`src/rtl/alu_serial.sv`:
```
// Bit-serial ALU: processes one operand bit per clock, LSB first, then registers
// the result and flags and pulses done_o for one cycle.
module alu_serial #(
  parameter int WIDTH = 32
) (
  input  logic             clk_i,
  input  logic             rst_i,
  input  logic             start_i,
  input  logic [WIDTH-1:0] src1_i,
  input  logic [WIDTH-1:0] src2_i,
  input  logic [3:0]       ALU_control_i,
  output logic [WIDTH-1:0] result_o,
  output logic             zero_o,
  output logic             cout_o,
  output logic             overflow_o,
  output logic             busy_o,
  output logic             done_o
);

  localparam int CW = (WIDTH > 1) ? $clog2(WIDTH) : 1;
  localparam logic [CW-1:0] LAST = CW'(WIDTH - 1);

  localparam logic [3:0] OP_AND = 4'b0000;
  localparam logic [3:0] OP_OR  = 4'b0001;
  localparam logic [3:0] OP_ADD = 4'b0010;
  localparam logic [3:0] OP_SUB = 4'b0110;
  localparam logic [3:0] OP_SLT = 4'b0111;
  localparam logic [3:0] OP_NOR = 4'b1100;

  typedef enum logic [1:0] {IDLE, RUN, FINISH} state_t;

  state_t           state;
  logic [CW-1:0]    cnt;
  logic             carry;
  logic             carry_msb;
  logic [WIDTH-1:0] a_reg;
  logic [WIDTH-1:0] b_reg;
  logic [3:0]       op;
  logic [WIDTH-1:0] sum;

  logic             a_inv;
  logic             b_inv;
  logic             a_bit;
  logic             b_bit;
  logic             bit_res;
  logic             carry_nxt;

  logic             ovf;
  logic [WIDTH-1:0] fin_result;
  logic             fin_cout;
  logic             fin_ovf;

  // One slice of the classic MIPS-style ALU, evaluated for the current bit index.
  always_comb begin
    a_inv     = (op == OP_NOR);
    b_inv     = (op == OP_NOR) || (op == OP_SUB) || (op == OP_SLT);
    a_bit     = a_inv ? ~a_reg[cnt] : a_reg[cnt];
    b_bit     = b_inv ? ~b_reg[cnt] : b_reg[cnt];
    carry_nxt = (a_bit & b_bit) | (a_bit & carry) | (b_bit & carry);
    case (op)
      OP_AND, OP_NOR:         bit_res = a_bit & b_bit;
      OP_OR:                  bit_res = a_bit | b_bit;
      OP_ADD, OP_SUB, OP_SLT: bit_res = a_bit ^ b_bit ^ carry;
      default:                bit_res = 1'b0;
    endcase
  end

  always_comb begin
    ovf        = carry_msb ^ carry;
    fin_result = '0;
    fin_cout   = 1'b0;
    fin_ovf    = 1'b0;
    case (op)
      OP_AND, OP_OR, OP_NOR: fin_result = sum;
      OP_ADD, OP_SUB: begin
        fin_result = sum;
        fin_cout   = carry;
        fin_ovf    = ovf;
      end
      OP_SLT:  fin_result = {{(WIDTH-1){1'b0}}, sum[WIDTH-1] ^ ovf};
      default: fin_result = '0;
    endcase
  end

  // The result shifts in from the top so bit 0 lands at the LSB after WIDTH steps.
  always_ff @(posedge clk_i or posedge rst_i) begin
    if (rst_i) begin
      state      <= IDLE;
      cnt        <= '0;
      carry      <= 1'b0;
      carry_msb  <= 1'b0;
      a_reg      <= '0;
      b_reg      <= '0;
      op         <= '0;
      sum        <= '0;
      result_o   <= '0;
      zero_o     <= 1'b0;
      cout_o     <= 1'b0;
      overflow_o <= 1'b0;
      busy_o     <= 1'b0;
      done_o     <= 1'b0;
    end else begin
      done_o <= 1'b0;
      case (state)
        IDLE: begin
          if (start_i) begin
            a_reg  <= src1_i;
            b_reg  <= src2_i;
            op     <= ALU_control_i;
            cnt    <= '0;
            carry  <= (ALU_control_i == OP_SUB) || (ALU_control_i == OP_SLT);
            sum    <= '0;
            busy_o <= 1'b1;
            state  <= RUN;
          end
        end
        RUN: begin
          sum   <= {bit_res, sum[WIDTH-1:1]};
          carry <= carry_nxt;
          if (cnt == LAST) begin
            carry_msb <= carry;
            state     <= FINISH;
          end else begin
            cnt <= cnt + 1'b1;
          end
        end
        FINISH: begin
          result_o   <= fin_result;
          zero_o     <= (fin_result == '0);
          cout_o     <= fin_cout;
          overflow_o <= fin_ovf;
          done_o     <= 1'b1;
          busy_o     <= 1'b0;
          state      <= IDLE;
        end
        default: state <= IDLE;
      endcase
    end
  end

endmodule

```
`config.mk`:
```
export PLATFORM = sky130hd
export DESIGN_NAME = alu_serial
export DESIGN_NICKNAME = d
export VERILOG_FILES = /design/src/rtl/alu_serial.sv
export SDC_FILE = /design/constraint.sdc
export NUM_CORES = 1
export LEC_CHECK = 0
export BUFFER_PORTS_ARGS = -buffer_cell sky130_fd_sc_hd__buf_2
export CAP_MARGIN = 20
export CORE_ASPECT_RATIO = 0.8
export CORE_UTILIZATION = 55
export DETAILED_ROUTE_END_ITERATION = 10
export PLACE_DENSITY = 0.78
export REMOVE_ABC_BUFFERS = 1
export SLEW_MARGIN = 15
export SYNTH_ARGS = -nofsm -noshare
export SYNTH_HDL_FRONTEND = slang
export SYNTH_SLANG_ARGS = --single-unit
export TNS_END_PERCENT = 30
```
`constraint.sdc`:
```
create_clock -name clk_i -period 11.83 [get_ports clk_i]
set_input_delay 1.183 -clock clk_i [delete_from_list [all_inputs] [get_ports clk_i]]
set_output_delay 1.183 -clock clk_i [all_outputs]
set_load 0.02 [all_outputs]
```
==> impl_metrics.csv, run 1 <==
group,metric,value,unit
outcome,status,"finished clean",
power_and_ir_drop,power.density,263,mW/mm2
place,post-place-ws,8590,ps
global_route,grt_max_degree,83,
setup_path,critPathMaxFanout,35,
synth,ys_ff_latch,146,
final_layout,final_nets,694,
synth,synthesis.area,0.00633,mm2
power_and_ir_drop,p_leak,0.00363,uW
clocking,post-cts-setup-buffers,0,
floorplanning,die_x,122,um
global_route,grt_overflow,0,
global_route,grt_usage,0.256,
power_and_ir_drop,peakVddDrop,0.156,mV
final_layout,final_layout_size_suffix_gt1_frac,0.327,
sta,tightest_slew,990,ps
synth,synth_ff_type,"dfrtp_1",
clocking,cts_resized,0,
setup_path,startpoint,"cnt[1]",
floorplanning,rows,34,
clocking,numCtsBuffers,17,
sta,finalClockSkew,10.9,ps
routing,wl_per_cell,17.8,um
synth,synth_top_family_by_area,"multiplexers",
synth,ys_types,40,
sta,finalCritPeriodShare,0.280,
setup_path,r2r_end,"sum[31]",
clocking,hold_buffers,0,
sta,maxSlewViolCount,0,
worst_hold_path,whs_path_depth,2,
final_layout,area_delta_synth_final,19.1,%
synth,synth_edf_count,0,
routing,vias_per_cell,5.76,
global_route,grt_pass1_vias,4624,
floorplanning,core_area,0.0110,mm2
job,maxCapViolations,0,
global_route,antenna_found_initial,0,
setup_path,critPathKind,"flop to flop",
worst_hold_path,worstHoldEndpoint,"result_o[9]",
routing,num_vias,4458,
final_layout,diodes,0,
sta,tns,0,ps
clocking,clk_latency,420,ps
clocking,clk_pin_slew,50,ps
setup_path,ff2ff_path_depth,10,
sta,finalSetupViolCount,0,
synth,synthMuxAreaShare,0.177,
place,post-dp-hpwl,8940,um
sta,rsz0062_at_grt,"no",
clocking,cts.sinks,146,
setup_path,ff2ff_setup_slack,8520,ps
sta,timing.fmax,0.302,GHz
global_route,grt_pass1_wl,23300,um
routing,drcViolationCount,0,
floorplanning,start_util,0.574,
clocking,root_buffer,"clkbuf_16",
setup_path,worst-endpoint-arrival,3610,ps
worst_hold_path,hold_start,"result_o[9]",
clocking,cts_buffer_depth,2,
sta,hold_violations,0,
setup_path,crit_path_end_kind,"flop",
synth,yosys.area_share.xor_xnor,0.00831,
synth,synthAdderAreaFrac,0.0111,
setup_path,r2r-start,"cnt[1]",
setup_path,cp-start-kind,"flop",
floorplanning,dieArea,0.0119,mm2
floorplanning,io_pins,108,
place,gp_congestion,0.766,
synth,async_flop_share,1.00,
floorplanning,fp.dieH,97.9,um
sta,period_minus_slack,3310,ps
sta,max_slew_margin,0.340,
sta,layout_setup_ws,8520,ps
worst_hold_path,hp-class,"flop to flop",
synth,yosys.area_share.simple,0.0916,
synth,synth_warnings,0,
synth,synth_compound_area_frac,0.107,
routing,first_iter_violations,291,
clocking,htree_levels,4,
clocking,tritoncts,"done",
place,port_buffers,107,
routing,drtPass1Iterations,6,
setup_path,cp.required,12140,ps
synth,syn_area_per_cell,12.2,um2
routing,wl,13800,um
routing,ant_nets,0,
synth,syn_inst,517,
synth,ys_seq_area_frac,0.577,
==> power by group <==
part	total [uW]	switching [uW]	internal (uW)
clock network	508	189	319
registers	848	177	672
logic	628	303	325
total	1980	669	1320
==> synth_stat cells, types with 2 or more instances <==
cell type / n / area share
buf_4: 2 / 0.0024
buf_6: 2 / 0.0036
mux2i_1: 33 / 0.052
nor2b_1: 7 / 0.0069
buf_2: 10 / 0.0079
and2_1: 3 / 0.0030
nor3_1: 4 / 0.0032
xnor2_1: 3 / 0.0042
nand4_1: 5 / 0.0049
o21ai_1: 9 / 0.0071
clkbuf_1: 17 / 0.010
a21oi_1: 5 / 0.0040
a22o_1: 36 / 0.050
nand2_1: 72 / 0.043
mux2_2: 56 / 0.10
nand3_1: 6 / 0.0047
nor4_1: 7 / 0.0069
dfrtp_1: 146 / 0.58
inv_1: 3 / 0.0018
mux2_1: 14 / 0.025
nand4b_1: 3 / 0.0042
ha_1: 4 / 0.0079
a22oi_1: 13 / 0.015
xor2_1: 3 / 0.0042
nor2_1: 9 / 0.0053
o21ai_0: 26 / 0.021
a21o_1: 2 / 0.0024
inv_2: 2 / 0.0012
nand2b_1: 4 / 0.0040
==> cells in the final DEF (no fill, tap or decap), types with 7 or more instances in the layout <==
cell type and count:
dfrtp_1 145, mux2_1 14, mux2_2 56, o21ai_1 9
nor2_1 9, a22oi_1 13, mux2i_1 33, o21ai_0 26
nand2_1 72, clkbuf_16 17, buf_2 107, nor4_1 7
a22o_1 36
==> metal layers <==
| layer | global-route usage | share of wire | vias up |
|---|---|---|---|
| li1 | - | - | 2047 |
| met1 | 0.352 | 0.45 | 2260 |
| met2 | 0.399 | 0.48 | 136 |
| met3 | 0.0713 | 0.064 | 15 |
| met4 | 0.0750 | 0.010 | 0 |
| met5 | 0 | 0 | - |
==> per-stage QoR <==
stage	hold WS [ps]	instance area, um2	power [uW]	cells	utilization
after detailed placement	465	6950	1460	742	0.631
final	472	7530	1980	774	0.684
after global placement	461	6950	1420	742	0.631
after global routing	505	7530	2110	774	0.684
after floorplan	457	6170	1270	485	-
after CTS	478	7510	1980	773	0.681
==> worst max-delay path, cell delays in order (launching register included) <==
cell      delay, ps
dfrtp_2        1020
mux2i_1         320
a22oi_1         120
nand4b_1        140
nand2_1         100
a211oi_4        250
xor2_1          290
fa_1            480
a31oi_1         180
o21ai_0         110
a22o_1          190
==> worst max-delay path by stage <==
| stage | end | slack [ps] | depth (start not counted) |
|---|---|---|---|
| floorplan | a_reg[0] | 6720 | 1 |
| global placement | sum[31] | 8750 | 9 |
| detailed placement | sum[31] | 8590 | 10 |
| CTS | sum[31] | 8580 | 10 |
| global route | sum[31] | 8280 | 10 |
| finish | sum[31] | 8520 | 10 |
==> cell type report <==
| class | count | area [um2] |
|---|---|---|
| timing repair buffer | 114 | 608 |
| sequential | 146 | 3650 |
| tap | 144 | 180 |
| clock buffer | 25 | 475 |
| fill | 785 | 3480 |
| inverter | 5 | 23.8 |
| multi-input combinational | 334 | 2510 |
| clock inverter | 6 | 80.1 |
==> cells by family (layout without fill, tap and decap cells) <==
group	Yosys count	after routing
fa+ha+maj	5	5
flops	146	146
mux	103	103
simple gates	124	124
compound gates	96	96
buf+inv	37	150
xor+xnor	6	6
Note: power is estimated with default switching activity, not from simulation.
==> run 2: changes to the inputs <==
Clock period 11.83 ns to 3.45 ns, I/O delays scaled along.
==> run 2 against run 1 <==
Compared with the run above:
- sequential share of layout area is 0.20 points higher
- maximum frequency is 8.4% higher
- non-clock buffer count is 2 higher
- total power grew to 3.4 times the previous value
- critical endpoint unchanged
- core utilization is 0.28 points lower
- critical path type unchanged
- clock-buffer cell count is 3 lower
- global-route usage is 0.38 points lower
- design area is 0.42% lower
- via count is 0.20% lower
==> impl_metrics.csv, run 2 (same netlist as run 1, synthesis figures left out) <==
group,metric,value,unit
outcome,status,"finished clean",
setup_path,critPathKind,"flop to flop",
setup_path,worst-endpoint-arrival,3350,ps
place,dpl_cell_area,0.00699,mm2
sta,finalSetupViolCount,0,
floorplanning,core_area,0.0110,mm2
setup_path,critPathMaxFanout,8,
setup_path,r2r_end,"sum[31]",
power_and_ir_drop,peakVddDrop,0.506,mV
global_route,grt_pass1_vias,4610,
setup_path,r2r-start,"cnt[2]",
worst_hold_path,hp-class,"input pin to asynchronous set/reset pin",
final_layout,final_nets,696,
final_layout,final_core_util,0.681,
sta,maxSlewViolCount,0,
floorplanning,start_util,0.574,
clocking,post-cts-setup-buffers,0,
clocking,cts_buffer_depth,2,
routing,wl_per_cell,17.3,um
floorplanning,io_pins,108,
routing,drtPass1Iterations,4,
setup_path,ff2ff_setup_slack,400,ps
sta,timing.fmax,0.328,GHz
place,port_buffers,107,
routing,ant_nets,0,
global_route,antenna_found_initial,0,
routing,drcViolationCount,0,
routing,wl,13400,um
global_route,grt_max_degree,97,
final_layout,n_fill_cell,824,
sta,rsz0062_at_grt,"no",
setup_path,path_cells,"nor2b_1 > a22oi_1 > and3_4 > a211oi_4 > xor2_1 > fa_1 > a31oi_1 > o21ai_0 > a22o_1",
clocking,cts_resized,0,
routing,num_vias,4449,
place,gp_congestion,0.801,
final_layout,area_delta_synth_final,18.6,%
sta,period_minus_slack,3050,ps
final_layout,mostFrequentLayoutCells,"dfrtp_1 (145), buf_2 (107), nand2_1 (72)",
clocking,htree_levels,4,
sta,tightest_slew,834,ps
final_layout,layout_commonest_cell,"dfrtp_1",
power_and_ir_drop,total_power,6670,uW
job,maxCapViolations,0,
setup_path,crit_slowest_cell,"nor2b_1",
clocking,root_buffer,"clkbuf_16",
floorplanning,fp.dieH,97.9,um
power_and_ir_drop,power.density,890,mW/mm2
routing,vias_per_cell,5.75,
sta,max_slew_margin,0.444,
sta,finalClockSkew,9.22,ps
global_route,grt_pass1_wl,22800,um
power_and_ir_drop,p_leak,0.00362,uW
sta,holdWs,80.4,ps
final_layout,stdcell_area,0.00750,mm2
setup_path,crit_path_end_kind,"flop",
clocking,hold_buffers,0,
floorplanning,rows,34,
clocking,clk_pin_slew,60,ps
setup_path,ff2ff_path_depth,9,
sta,hold_violations,0,
clocking,clk_latency,420,ps
final_layout,final_layout_size_suffix_gt1_frac,0.330,
clocking,tritoncts,"done",
setup_path,slowest_delay,580,ps
setup_path,cp.required,3750,ps
sta,finalCritPeriodShare,0.885,
floorplanning,die_x,122,um
global_route,grt_overflow,0,
final_layout,diodes,0,
floorplanning,dieArea,0.0119,mm2
global_route,grt_usage,0.252,
clocking,cts.sinks,146,
setup_path,cp-start-kind,"flop",
routing,first_iter_violations,288,
place,post-dp-hpwl,9180,um
clocking,numCtsBuffers,17,
-- run 2: cell types whose count changed in the layout (fill, tap and decap cells not counted) --
cell	previous run	this run
buf_4	6	8
clkinvlp_4	0	1
buf_12	0	1
bufinv_16	2	1
buf_16	1	0
clkinv_2	4	5
clkbuf_8	2	1
clkbuf_1	6	4
-- run 2: where the power goes --
group          switching (uW)  internal (uW)
logic                    1110           1120
clock network             640            989
registers                 518           2310
-- run 2: per-stage QoR --
stage               instances  setup slack [ps]  setup TNS (ps)
global placement          745               595               0
CTS                       774               467               0
finish                    774               398               0
detailed placement        745               483               0
global route              774               211               0
floorplan                 485              -818         -138320
-- run 2: layer usage --
metal,wire [um],vias up,GRT usage
li1,-,2066,-
met1,6330,2245,0.352
met2,6150,107,0.369
met3,637,31,0.0672
met4,312,0,0.119
met5,0,-,0
-- run 2: layout make-up --
| type | count | area (um2) | area share |
|---|---|---|---|
| Clock buffer | 22 | 454 | 0.0605 |
| Clock inverter | 7 | 62.6 | 0.00834 |
| Inverter | 5 | 23.8 | 0.00317 |
| Multi-Input combinational cell | 334 | 2510 | 0.335 |
| Sequential cell | 146 | 3650 | 0.487 |
| Tap cell | 144 | 180 | 0.0240 |
| Timing Repair Buffer | 116 | 616 | 0.0820 |
-- run 2: worst max-delay path: cells and delay by family, from the launching register on --
family / cells / cell delay, ps
AND/OR/NAND/NOR: 2 / 810
AO/OA/AOI/OAI: 5 / 960
XOR/XNOR: 1 / 260
adder cells (fa/ha/maj): 1 / 460
flip-flops: 1 / 440
-- run 2: worst max-delay path by stage --
stage | startpoint | end | slack (ps) | cells past startpoint
after CTS | cnt[2] | sum[31] | 470 | 9
after detailed placement | cnt[2] | sum[31] | 480 | 9
after global routing | cnt[2] | sum[31] | 210 | 9
after floorplan | rst_i | a_reg[0] | -820 | 1
after global placement | cnt[2] | sum[31] | 590 | 9
final | cnt[2] | sum[31] | 400 | 9
==> run 3: changes to the inputs <==
Settings changed: CORE_ASPECT_RATIO 0.8 to not set, HOLD_SLACK_MARGIN set to 0.03, RECOVER_POWER set to 100.
==> run 3 against run 2 <==
Compared with the run above:
- the run now ends with capacitance limit, slew limit left
- flip-flop and latch count unchanged
- clock power up 19%
- sequential share of layout area down 0.11 points
- worst hold slack gained 66 ps
- critical endpoint unchanged
- largest power group unchanged
- highest routed layer unchanged
==> impl_metrics.csv, run 3 (same netlist as run 1, synthesis figures left out) <==
group,metric,value,unit
routing,num_vias,4385,
clocking,cts_resized,0,
final_layout,diodes,0,
routing,wl_per_cell,17.2,um
global_route,grt_pass1_wl,21400,um
outcome,status,"complete, but fails checks",
setup_path,crit_path_end_kind,"flop",
setup_path,cp-start-kind,"flop",
floorplanning,die_x,109,um
worst_hold_path,whs_path_depth,2,
sta,max_slew_margin,-0.415,
floorplanning,dieArea,0.0119,mm2
final_layout,mostFrequentLayoutCells,"dfrtp_1 (145), nand2_1 (72), buf_2 (69)",
sta,rsz0062_at_grt,"no",
place,place_inst,739,
worst_hold_path,hp-class,"input pin to flop",
floorplanning,fp.dieH,109,um
final_layout,final_core_util,0.682,
clocking,htree_levels,4,
sta,timing.fmax,0.321,GHz
place,post-place-ws,428,ps
routing,drcViolationCount,0,
sta,tightest_slew,2120,ps
clocking,cts.sinks,146,
sta,finalCritPeriodShare,0.902,
setup_path,ff2ff_path_depth,9,
routing,vias_per_cell,5.69,
power_and_ir_drop,peakVddDrop,0.504,mV
final_layout,final_layout_size_suffix_gt1_frac,0.268,
floorplanning,rows,38,
routing,wl,13300,um
setup_path,cp.required,3750,ps
setup_path,critPathMaxFanout,20,
final_layout,layout_commonest_cell,"dfrtp_1",
sta,maxSlewViolCount,213,
final_layout,area_delta_synth_final,18.8,%
sta,finalClockSkew,7.53,ps
clocking,tritoncts,"done",
final_layout,final_nets,694,
setup_path,critPathKind,"flop to flop",
sta,layout_setup_ws,339,ps
clocking,hold_buffers,0,
routing,drtPass1Iterations,4,
routing,ant_nets,0,
sta,hold_violations,0,
sta,period_minus_slack,3110,ps
global_route,grt_pass1_vias,4317,
power_and_ir_drop,p_leak,0.00347,uW
global_route,grt_overflow,0,
global_route,grt_max_degree,105,
sta,finalSetupViolCount,0,
floorplanning,core_area,0.0110,mm2
clocking,cts_buffer_depth,2,
floorplanning,io_pins,108,
clocking,numCtsBuffers,17,
power_and_ir_drop,total_power,6940,uW
place,port_buffers,107,
power_and_ir_drop,power.density,924,mW/mm2
clocking,post-cts-setup-buffers,0,
setup_path,crit_slowest_cell,"dfrtp_2",
job,maxCapViolations,3,
global_route,grt_usage,0.238,
setup_path,path_cells,"buf_4 > mux2i_1 > a21oi_1 > a211oi_4 > xor2_1 > fa_1 > a31oi_1 > o21ai_0 > a22o_1",
final_layout,stdcell_area,0.00752,mm2
setup_path,worst-endpoint-arrival,3410,ps
global_route,antenna_found_initial,0,
clocking,clk_pin_slew,60,ps
setup_path,slowest_delay,660,ps
clocking,root_buffer,"clkbuf_16",
clocking,clk_latency,410,ps
final_layout,final_cell_count_no_fill,770,
place,dpl_cell_area,0.00697,mm2
outcome,violations,"capacitance limit, slew limit",
routing,first_iter_violations,251,
floorplanning,start_util,0.574,
place,gp_congestion,0.767,
place,post-dp-hpwl,8760,um
-- run 3: path summary, 6_finish.rpt --
check                      startpoint         to  slack [ps]
max reg2reg                    cnt[1]    sum[31]         340
max in group asynchronous       rst_i  a_reg[11]         980
min                        src1_i[16]  a_reg[16]         150
max                            cnt[1]    sum[31]         340
min reg2reg                    cout_o     cout_o         480
min in group asynchronous       rst_i     done_o         580
-- run 3: final cells by class --
class	count	area, um2
clock buffer	19	443
fill	858	3510
sequential	146	3650
multi-input combinational	334	2510
timing repair buffer	114	532
inverter	5	22.5
clock inverter	12	183
tap	140	175
-- run 3: per-layer routing --
layer,up-vias,part of all wire,GRT usage
li1,2060,-,-
met1,2170,0.44,0.314
met2,136,0.50,0.392
met3,19,0.043,0.0460
met4,0,0.019,0.0886
met5,-,0,0
-- run 3: through the flow --
step                hold slack, ps  TNS [ps]
finish                         147         0
global route                   143         0
CTS                            137         0
detailed placement             463         0
global placement               456         0
floorplan                      457   -138320
-- run 3: worst max-delay path: cells and delay by family, from the launching register on --
family | cells | cell delay (ps)
xor+xnor | 1 | 290
mux | 1 | 250
fa+ha+maj | 1 | 470
compound gates | 5 | 910
flops | 1 | 660
buf+inv | 1 | 400
-- run 3: power by group --
part / internal [uW] / switching, uW
clock: 1230 / 707
sequential: 2300 / 567
combinational: 1100 / 1040
